[src/rtl/multdiv_issue_pkg.sv]
// Shared definitions for the multdiv issue path: FSM state encoding, exception
// register/codes and the writeback record, also used by execute-stage exception logic.
package multdiv_issue_pkg;

    typedef enum logic [2:0] {
        S_IDLE  = 3'd0,
        S_ISSUE = 3'd1,
        S_WAIT  = 3'd2,
        S_WB    = 3'd3,
        S_DRAIN = 3'd4
    } md_state_e;

    localparam logic [4:0]  DEF_RSTATUS_REG   = 5'd30;
    localparam logic [31:0] DEF_MULT_EXC_CODE = 32'd4;
    localparam logic [31:0] DEF_DIV_EXC_CODE  = 32'd5;
    localparam int unsigned DEF_TIMEOUT       = 64;

    typedef struct packed {
        logic [4:0]  rd;
        logic [31:0] data;
    } wb_t;

    function automatic logic [31:0] exc_code(input logic        is_div,
                                             input logic [31:0] mult_code,
                                             input logic [31:0] div_code);
        return is_div ? div_code : mult_code;
    endfunction

endpackage

[src/rtl/md_reg.sv]
// Generic enabled register with synchronous active-high clear to zero.
module md_reg #(
    parameter int unsigned WIDTH = 32
) (
    input  logic             clock_i,
    input  logic             reset_i,
    input  logic             en_i,
    input  logic [WIDTH-1:0] d_i,
    output logic [WIDTH-1:0] q_o
);

    logic [WIDTH-1:0] q_q;

    // NOTE: every register here is reset because the block's outputs must read zero after reset.
    always_ff @(posedge clock_i) begin
        if (reset_i) begin
            q_q <= '0;
        end else if (en_i) begin
            q_q <= d_i;
        end
    end

    assign q_o = q_q;

endmodule

[src/rtl/md_wait_counter.sv]
// WAIT/DRAIN cycle counter: clear, count enable, and a terminal-count flag at TIMEOUT-1.
module md_wait_counter #(
    parameter int unsigned TIMEOUT = 64,
    localparam int unsigned CW     = (TIMEOUT > 1) ? $clog2(TIMEOUT) : 1
) (
    input  logic clock_i,
    input  logic reset_i,
    input  logic clear_i,
    input  logic enable_i,
    output logic tc_o
);

    logic [CW-1:0] count_q, count_d;

    // Saturates at terminal count so a stuck enable can never wrap back to zero.
    always_comb begin
        count_d = count_q;
        if (clear_i) begin
            count_d = '0;
        end else if (enable_i && !tc_o) begin
            count_d = count_q + 1'b1;
        end
    end

    always_ff @(posedge clock_i) begin
        if (reset_i) begin
            count_q <= '0;
        end else begin
            count_q <= count_d;
        end
    end

    assign tc_o = (count_q == CW'(TIMEOUT - 1));

endmodule

[src/rtl/multdiv_issue.sv]
// Execute-side initiator for the multdiv unit: latches a MUL/DIV, pulses the start
// strobe, stalls the pipeline until the result returns, and emits one writeback.
module multdiv_issue
    import multdiv_issue_pkg::*;
#(
    parameter logic [4:0]  RSTATUS_REG   = DEF_RSTATUS_REG,
    parameter logic [31:0] MULT_EXC_CODE = DEF_MULT_EXC_CODE,
    parameter logic [31:0] DIV_EXC_CODE  = DEF_DIV_EXC_CODE,
    parameter int unsigned TIMEOUT       = DEF_TIMEOUT
) (
    input  logic        clock,
    input  logic        reset,
    input  logic        insn_valid,
    input  logic        is_mult,
    input  logic        is_div,
    input  logic        flush,
    input  logic [31:0] op_a,
    input  logic [31:0] op_b,
    input  logic [4:0]  rd,
    output logic        ctrl_MULT,
    output logic        ctrl_DIV,
    output logic [31:0] data_operandA,
    output logic [31:0] data_operandB,
    input  logic [31:0] data_result,
    input  logic        data_exception,
    input  logic        data_resultRDY,
    output logic        stall,
    output logic        wb_valid,
    output logic [4:0]  wb_rd,
    output logic [31:0] wb_data,
    output logic        timeout_err
);

    md_state_e   state_q, state_d;
    logic        accept;
    logic        ctrl_mult_q, ctrl_mult_d;
    logic        ctrl_div_q, ctrl_div_d;
    logic        wb_valid_q, wb_valid_d;
    logic        timeout_err_q, timeout_err_d;
    logic        op_is_div_q;
    logic [4:0]  rd_q;
    logic        wb_load;
    wb_t         wb_d, wb_q;
    wb_t         exc_wb;
    logic        cnt_clear, cnt_enable, cnt_tc;

    assign exc_wb = '{rd: RSTATUS_REG,
                      data: exc_code(op_is_div_q, MULT_EXC_CODE, DIV_EXC_CODE)};

    // NOTE: all next-state signals get a default first so no path through the case infers a latch.
    always_comb begin
        accept        = (state_q == S_IDLE) & insn_valid & (is_mult | is_div) & ~flush;
        state_d       = state_q;
        ctrl_mult_d   = 1'b0;
        ctrl_div_d    = 1'b0;
        wb_valid_d    = 1'b0;
        timeout_err_d = timeout_err_q;
        wb_load       = 1'b0;
        wb_d          = '{rd: rd_q, data: data_result};
        cnt_clear     = 1'b0;
        cnt_enable    = 1'b0;

        unique case (state_q)
            S_IDLE: begin
                if (accept) begin
                    state_d     = S_ISSUE;
                    ctrl_div_d  = is_div;
                    ctrl_mult_d = ~is_div;
                end
            end
            S_ISSUE: begin
                // A ready left over from the previous operation is deliberately ignored here.
                cnt_clear = 1'b1;
                state_d   = flush ? S_DRAIN : S_WAIT;
            end
            S_WAIT: begin
                cnt_enable = 1'b1;
                if (flush) begin
                    if (data_resultRDY) begin
                        state_d = S_IDLE;
                    end else if (cnt_tc) begin
                        state_d       = S_IDLE;
                        timeout_err_d = 1'b1;
                    end else begin
                        state_d = S_DRAIN;
                    end
                end else if (data_resultRDY) begin
                    state_d    = S_WB;
                    wb_valid_d = 1'b1;
                    wb_load    = 1'b1;
                    if (data_exception) begin
                        wb_d = exc_wb;
                    end
                end else if (cnt_tc) begin
                    state_d       = S_WB;
                    wb_valid_d    = 1'b1;
                    wb_load       = 1'b1;
                    timeout_err_d = 1'b1;
                    wb_d          = exc_wb;
                end
            end
            S_WB: begin
                state_d = S_IDLE;
            end
            S_DRAIN: begin
                cnt_enable = 1'b1;
                if (data_resultRDY) begin
                    state_d = S_IDLE;
                end else if (cnt_tc) begin
                    state_d       = S_IDLE;
                    timeout_err_d = 1'b1;
                end
            end
            default: begin
                state_d = S_IDLE;
            end
        endcase
    end

    // NOTE: sequential state uses non-blocking assignments so every register samples pre-edge values.
    always_ff @(posedge clock) begin
        if (reset) begin
            state_q       <= S_IDLE;
            ctrl_mult_q   <= 1'b0;
            ctrl_div_q    <= 1'b0;
            wb_valid_q    <= 1'b0;
            timeout_err_q <= 1'b0;
        end else begin
            state_q       <= state_d;
            ctrl_mult_q   <= ctrl_mult_d;
            ctrl_div_q    <= ctrl_div_d;
            wb_valid_q    <= wb_valid_d;
            timeout_err_q <= timeout_err_d;
        end
    end

    md_reg #(.WIDTH(32)) u_opa_reg (
        .clock_i (clock), .reset_i (reset), .en_i (accept), .d_i (op_a), .q_o (data_operandA)
    );

    md_reg #(.WIDTH(32)) u_opb_reg (
        .clock_i (clock), .reset_i (reset), .en_i (accept), .d_i (op_b), .q_o (data_operandB)
    );

    md_reg #(.WIDTH(5)) u_rd_reg (
        .clock_i (clock), .reset_i (reset), .en_i (accept), .d_i (rd), .q_o (rd_q)
    );

    md_reg #(.WIDTH(1)) u_isdiv_reg (
        .clock_i (clock), .reset_i (reset), .en_i (accept), .d_i (is_div), .q_o (op_is_div_q)
    );

    md_reg #(.WIDTH($bits(wb_t))) u_wb_reg (
        .clock_i (clock), .reset_i (reset), .en_i (wb_load), .d_i (wb_d), .q_o (wb_q)
    );

    md_wait_counter #(.TIMEOUT(TIMEOUT)) u_wait_counter (
        .clock_i  (clock),
        .reset_i  (reset),
        .clear_i  (cnt_clear),
        .enable_i (cnt_enable),
        .tc_o     (cnt_tc)
    );

    assign stall       = accept | (state_q == S_ISSUE) | (state_q == S_WAIT) | (state_q == S_DRAIN);
    assign ctrl_MULT   = ctrl_mult_q;
    assign ctrl_DIV    = ctrl_div_q;
    assign wb_valid    = wb_valid_q;
    assign wb_rd       = wb_q.rd;
    assign wb_data     = wb_q.data;
    assign timeout_err = timeout_err_q;

endmodule

[config.mk]
export PLATFORM = sky130hd
export DESIGN_NAME = multdiv_issue
export DESIGN_NICKNAME = d
export VERILOG_FILES = /design/src/rtl/multdiv_issue_pkg.sv /design/src/rtl/md_reg.sv /design/src/rtl/md_wait_counter.sv /design/src/rtl/multdiv_issue.sv
export SDC_FILE = /design/constraint.sdc
export NUM_CORES = 1
export LEC_CHECK = 0
export CAP_MARGIN = 25
export CORE_MARGIN = 2
export CORE_UTILIZATION = 36
export CTS_BUF_LIST = sky130_fd_sc_hd__clkbuf_16
export DETAILED_ROUTE_END_ITERATION = 10
export MAX_ROUTING_LAYER = met4
export PLACE_DENSITY = 0.75
export SLEW_MARGIN = 25
export SYNTH_ARGS = -nofsm -noshare
export SYNTH_HDL_FRONTEND = slang
export SYNTH_SLANG_ARGS = --single-unit
[constraint.sdc]
create_clock -name clock -period 2 [get_ports clock]
set_clock_uncertainty 0.2 [all_clocks]
set_input_delay 0.2 -clock clock [delete_from_list [all_inputs] [get_ports clock]]
set_output_delay 0.2 -clock clock [all_outputs]
set_load 0.1 [all_outputs]
== After elaboration in Yosys (flattened, before gate mapping) ==
Cells that the tools add are included.
Word-level totals
  register bits after elaboration: 120
  input bits: 109
  output and inout port bits: 106
  word-level logic and storage cells: 61
Operators by class
  add/subtract/negate cells: 1
  equal/unequal tests: 7
  mux-type cells: 22
  bitwise gates (word level): 12
  reductions and logical operators: 8
Operators by type and width (count)
  two-way mux 37 bit: 5
  two-way mux 3 bit: 9
  one-hot mux 3 bit (4 select lines): 1
  two-way mux 1 bit: 7
  adder 6 x 1 -> 6 bit (second input constant): 1
  == test 6 bit (second input constant): 1
  AND reduction 3 bit: 2
  NOT 1 bit: 5
  inequality test 4 x 3 -> 1 bit (second input constant): 1
  OR 1 bit: 4
  OR reduction 2 bit: 2
  AND 1 bit: 3
  == test 3 x 1 -> 1 bit (second input constant): 1
  == test 3 x 2 -> 1 bit (second input constant): 1
  == test 3 bit (second input constant): 1
  zero test 3 bit: 1
  inequality test 3 x 2 -> 1 bit (second input constant): 1
  OR reduction 3 bit: 1
  inequality test 2 bit (second input constant): 1
  logical AND 1 bit: 1
  zero test 1 bit: 1

== Logic depth before layout (Yosys ltp) ==
  depth after elaboration: 7
  depth in mapped cells: 7

== By module ==
Synthesis repeated with hierarchy kept, for this count alone.
Second synthesis, totals
  cell total of the unflattened synthesis: 460
  area, all modules: 4840.9 um^2
By module, submodules not included
  md_reg (u_opa_reg ...): instances 2, cells an instance 103, area each 1163.6 um^2, sequential area each 640.6 um^2
  md_reg (u_wb_reg): instances 1, cells an instance 119, area each 1341.3 um^2, sequential area each 740.7 um^2
  multdiv_issue: instances 1, cells an instance 84, area each 665.6 um^2, sequential area each 140.1 um^2
  md_wait_counter: instances 1, cells an instance 32, area each 292.8 um^2, sequential area each 120.1 um^2
  md_reg (u_rd_reg): instances 1, cells an instance 16, area each 180.2 um^2, sequential area each 100.1 um^2
  md_reg (u_isdiv_reg): instances 1, cells an instance 3, area each 33.8 um^2, sequential area each 20.0 um^2

== Worst setup path after synthesis ==
OpenSTA, ideal clock, no wires.
  path kind: register -> register
  start: reg u_wait_counter.count_q[0]
  end: reg state_q[2]
  arrival time: 1548 ps
  data required time: 1709 ps
  path slack: 161 ps
  cell stages (with the launch flop): 7
  buffers on the path: 1
  clock period less this slack: 1839 ps
  cells stage by stage: dfxtp_1 -> ha_1 -> nand3_2 -> o21ai_1 -> buf_2 -> or3b_2 -> a311oi_1
On the way
  cells in the longest elaborated chain, start to end: 5
  elaborated cells between the ends (all ways): 8
RTL lines
  start: declaration: RTL line md_wait_counter.sv:13  | logic [CW-1:0] count_q, count_d;
  start signal: assignment: RTL line md_wait_counter.sv:29  | count_q <= count_d;
  == test 6 bit (*): RTL line md_wait_counter.sv:33  | assign tc_o = (count_q == CW'(TIMEOUT - 1));
  two-way mux 3 bit: RTL line multdiv_issue.sv:81  | end else if (cnt_tc) begin
  two-way mux 3 bit: RTL line multdiv_issue.sv:79  | if (data_resultRDY) begin
  two-way mux 3 bit: RTL line multdiv_issue.sv:78  | if (flush) begin
  one-hot mux 3 bit (4 select lines): RTL line multdiv_issue.sv:63  | unique case (state_q)
  end signal: assignment: RTL line multdiv_issue.sv:129  | state_q <= state_d;
  end: declaration: RTL line multdiv_issue.sv:34  | md_state_e state_q, state_d;
Mark *: on every way between the ends. The rest lies on a longest branch, timed or not.
A chain may end at the register's enable or synchronous reset.

== Worst setup path after layout ==
  start: in flush
  end: out stall
On the way
  cells in the longest elaborated chain, start to end: 5
RTL lines
  start: declaration: RTL line multdiv_issue.sv:16  | input logic flush,
  NOT 1 bit: RTL line multdiv_issue.sv:52  | accept = (state_q == S_IDLE) & insn_valid & (is_mult | is_div) & ~flush;
  AND 1 bit: RTL line multdiv_issue.sv:52
  OR 1 bit (3 in series): RTL line multdiv_issue.sv:165  | assign stall = accept | (state_q == S_ISSUE) | (state_q == S_WAIT) | (state_q == S_DRAIN);
  end: declaration: RTL line multdiv_issue.sv:27  | output logic stall,
Every way passes these cells.

==> out/metrics.cfg <==
[finish]
nets=732
mostFrequentLayoutCells=dfxtp_1, buf_4, clkdlybuf4s50_1
final_common_cell=dfxtp_1
area_growth_pct=58.9
diodes=0
design_area_um2=7000
finalNonFillerCells=782
drive_above_1_share_pct=25.2

[die]
die-width_um=115
initial_core_util_pct=36.9
io_pins=215
fp.dieH_um=115
rows=40
dieArea_um2=13100
core_region_area_um2=12000

[critical_path]
path_max_fanout=3
cp.arrival_ps=1500
startpoint_type=input pin
crit_type=in2out
regToRegEndpoint=state_q[2]
endpoint_kind=primary output
required_ps=1600
reg2reg_from=u_wait_counter.count_q[0]
r2r_slack_ps=130
cp-startpoint=flush
r2r_cells=5
cp-endpoint=stall

[route]
routed_via_density=4.74
dr_total_vias=3706
ant_nets=0
drc=0
totalWireLength_mm=11.3
wl_per_cell_um=14.4
first_iter_violations=168
dr.pass1.iters=5

[placed_design]
place_inst=749
place_area_um2=6410
dp_hpwl_mm=8.31
portBuffers=214
gp_congestion=0.751

[synthesis]
ys.flop_type=dfxtp_1
avgSynthCellArea_um2=11.1
syn_inst=398
yosysUniqueCellTypes=40
yosysWarnings=0
synth_seq_area_share_pct=54.5
synth_edf_count=0
syn-num-nets=508
syn_area_um2=4410
ys_seq_elements=120
synthArstFlopShare_pct=0

[clock_network]
max-clock-path-buffers=2
clk_pin_slew_worst_paths_ps=50
root_buffer=clkbuf_16
clkLatencyLatePin_ps=400
numCtsBuffers=17
htree_levels=4
cts_tree=yes
clock-sinks=120

[timing]
fmax_ghz=0.527
finalHoldViolCount=0
finalCritPeriodShare_pct=94.9
rsz0062_at_grt=false
worstMarginPinSlew_ps=332
slew_viol_final=0
period_minus_slack_ps=1900
setup_viol=0
slew-limit-headroom_pct=77.9

[pwr]
p_sw_w=0.00177
seq_power_share_pct=38.2
switching_share_pct=26.9
combPwrFrac_pct=17.4
vdd_drop_max_mv=0.474
p_leak_nw=2.97
internal_power_w=0.00480
clkPwrFrac_pct=44.3
powerDensity_nw_per_um2=939

[grt]
overflow=0
antenna_found_initial=0
grt_use_total_pct=17.9
grt_max_degree=40
grt_pass1_wl_mm=17.6
grt_pass1_vias=3641

[min_path]
hold_start=data_result[2]
hold_class=in2reg

[job]
maxCapViolations=0

[outcome]
status=finished clean

power groups by stage:
stage | clock, W | sequential (W) | combinational (W)
2_1_floorplan | 0 | 0.00302 | 0.000313
3_5_place_dp | 0 | 0.00256 | 0.00115
5_1_grt | 0.00311 | 0.00252 | 0.00120
4_1_cts | 0.00299 | 0.00251 | 0.00115
3_3_place_gp | 0 | 0.00256 | 0.00114
6_report | 0.00291 | 0.00251 | 0.00115
kinds of logic (layout without fill, tap and decap cells):
kind of cell / after synthesis / after routing / synth area share, %
and+or+nand+nor: 116 / 116 / 12.0
buffers and inverters: 30 / 267 / 5.99
adders and majority gates: 1 / 1 / 0.284
xor gates and xnor gates: 4 / 4 / 1.22
AOI/OAI and AO/OA: 55 / 55 / 9.65
DFF: 120 / 120 / 54.5
muxes: 72 / 72 / 16.3
worst max-delay path, cell delays in order:
cell,delay (ps)
clkdlybuf4s50_1,420
nand2b_1,200
buf_4,160
o21ai_0,120
and3_1,210
buf_12,190
state kept, by name, summed over array words and instances (netlist names):
register and cells:
u_opb_reg.q_o 32, wb_valid 1, u_isdiv_reg.q_o 1, u_wait_counter.count_q 6, ctrl_MULT 1, state_q 3, timeout_err 1, u_rd_reg.q_o 5
u_opa_reg.q_o 32, ctrl_DIV 1, u_wb_reg.q_o 37
cell type report:
| class | instances | area [um2] |
|---|---|---|
| inverter | 2 | 7.51 |
| clock buffer | 17 | 425 |
| multi-input combinational | 248 | 1760 |
| tap | 147 | 184 |
| timing repair buffer | 233 | 2080 |
| sequential | 120 | 2400 |
| fill | 1033 | 4960 |
| clock inverter | 15 | 144 |
routing by layer:
metal	vias up	part of all wire, %	track usage [%]
li1	1833	-	-
met1	1678	42	20.4
met2	173	46	28.1
met3	22	9.5	6.56
met4	0	2.5	8.13
met5	-	0	-
cells in the mapped netlist, types with 3 or more instances:
cell type | number | share of area [%]
a21oi_1 | 12 | 1.4
a22o_1 | 31 | 6.2
and3_1 | 3 | 0.43
buf_12 | 7 | 3.2
buf_2 | 6 | 0.68
buf_6 | 4 | 1.0
clkbuf_1 | 11 | 0.94
dfxtp_1 | 120 | 54
mux2i_1 | 72 | 16
nand2_1 | 6 | 0.51
nor2_1 | 84 | 7.2
nor3_1 | 8 | 0.91
o21ai_0 | 4 | 0.45
per-stage QoR:
stage / total power (W) / hold slack (ps) / worst slack (ps) / setup TNS (ps) / util [%]
detailed placement: 0.00371 / 259 / -91.1 / -3830 / 53.6
global route: 0.00683 / 167 / 16.3 / 0 / 58.5
floorplan: 0.00333 / 76.8 / 161 / 0 / -
global placement: 0.00370 / 259 / -42.5 / -1190 / 53.6
CTS: 0.00665 / 159 / 19.4 / 0 / 58.5
finish: 0.00657 / 176 / 103 / 0 / 58.5
worst min path at each step:
stage | to | slack, ps | cells past startpoint
floorplan | state_q[1] | 80 | 1
global placement | u_wb_reg.q_o[32] | 260 | 1
detailed placement | u_wb_reg.q_o[4] | 260 | 1
CTS | u_wb_reg.q_o[2] | 160 | 3
global route | u_wb_reg.q_o[2] | 170 | 3
finish | u_wb_reg.q_o[2] | 180 | 3
repair_timing:
action | CTS | global route
resized for setup | 0 | 2
endpoints found under the setup margin | 0 | 5
endpoints found under the hold margin | 10 | 0
buffers inserted | 0 | 0
hold buffers | 1 | 0
(Power assumes the default switching activity.)
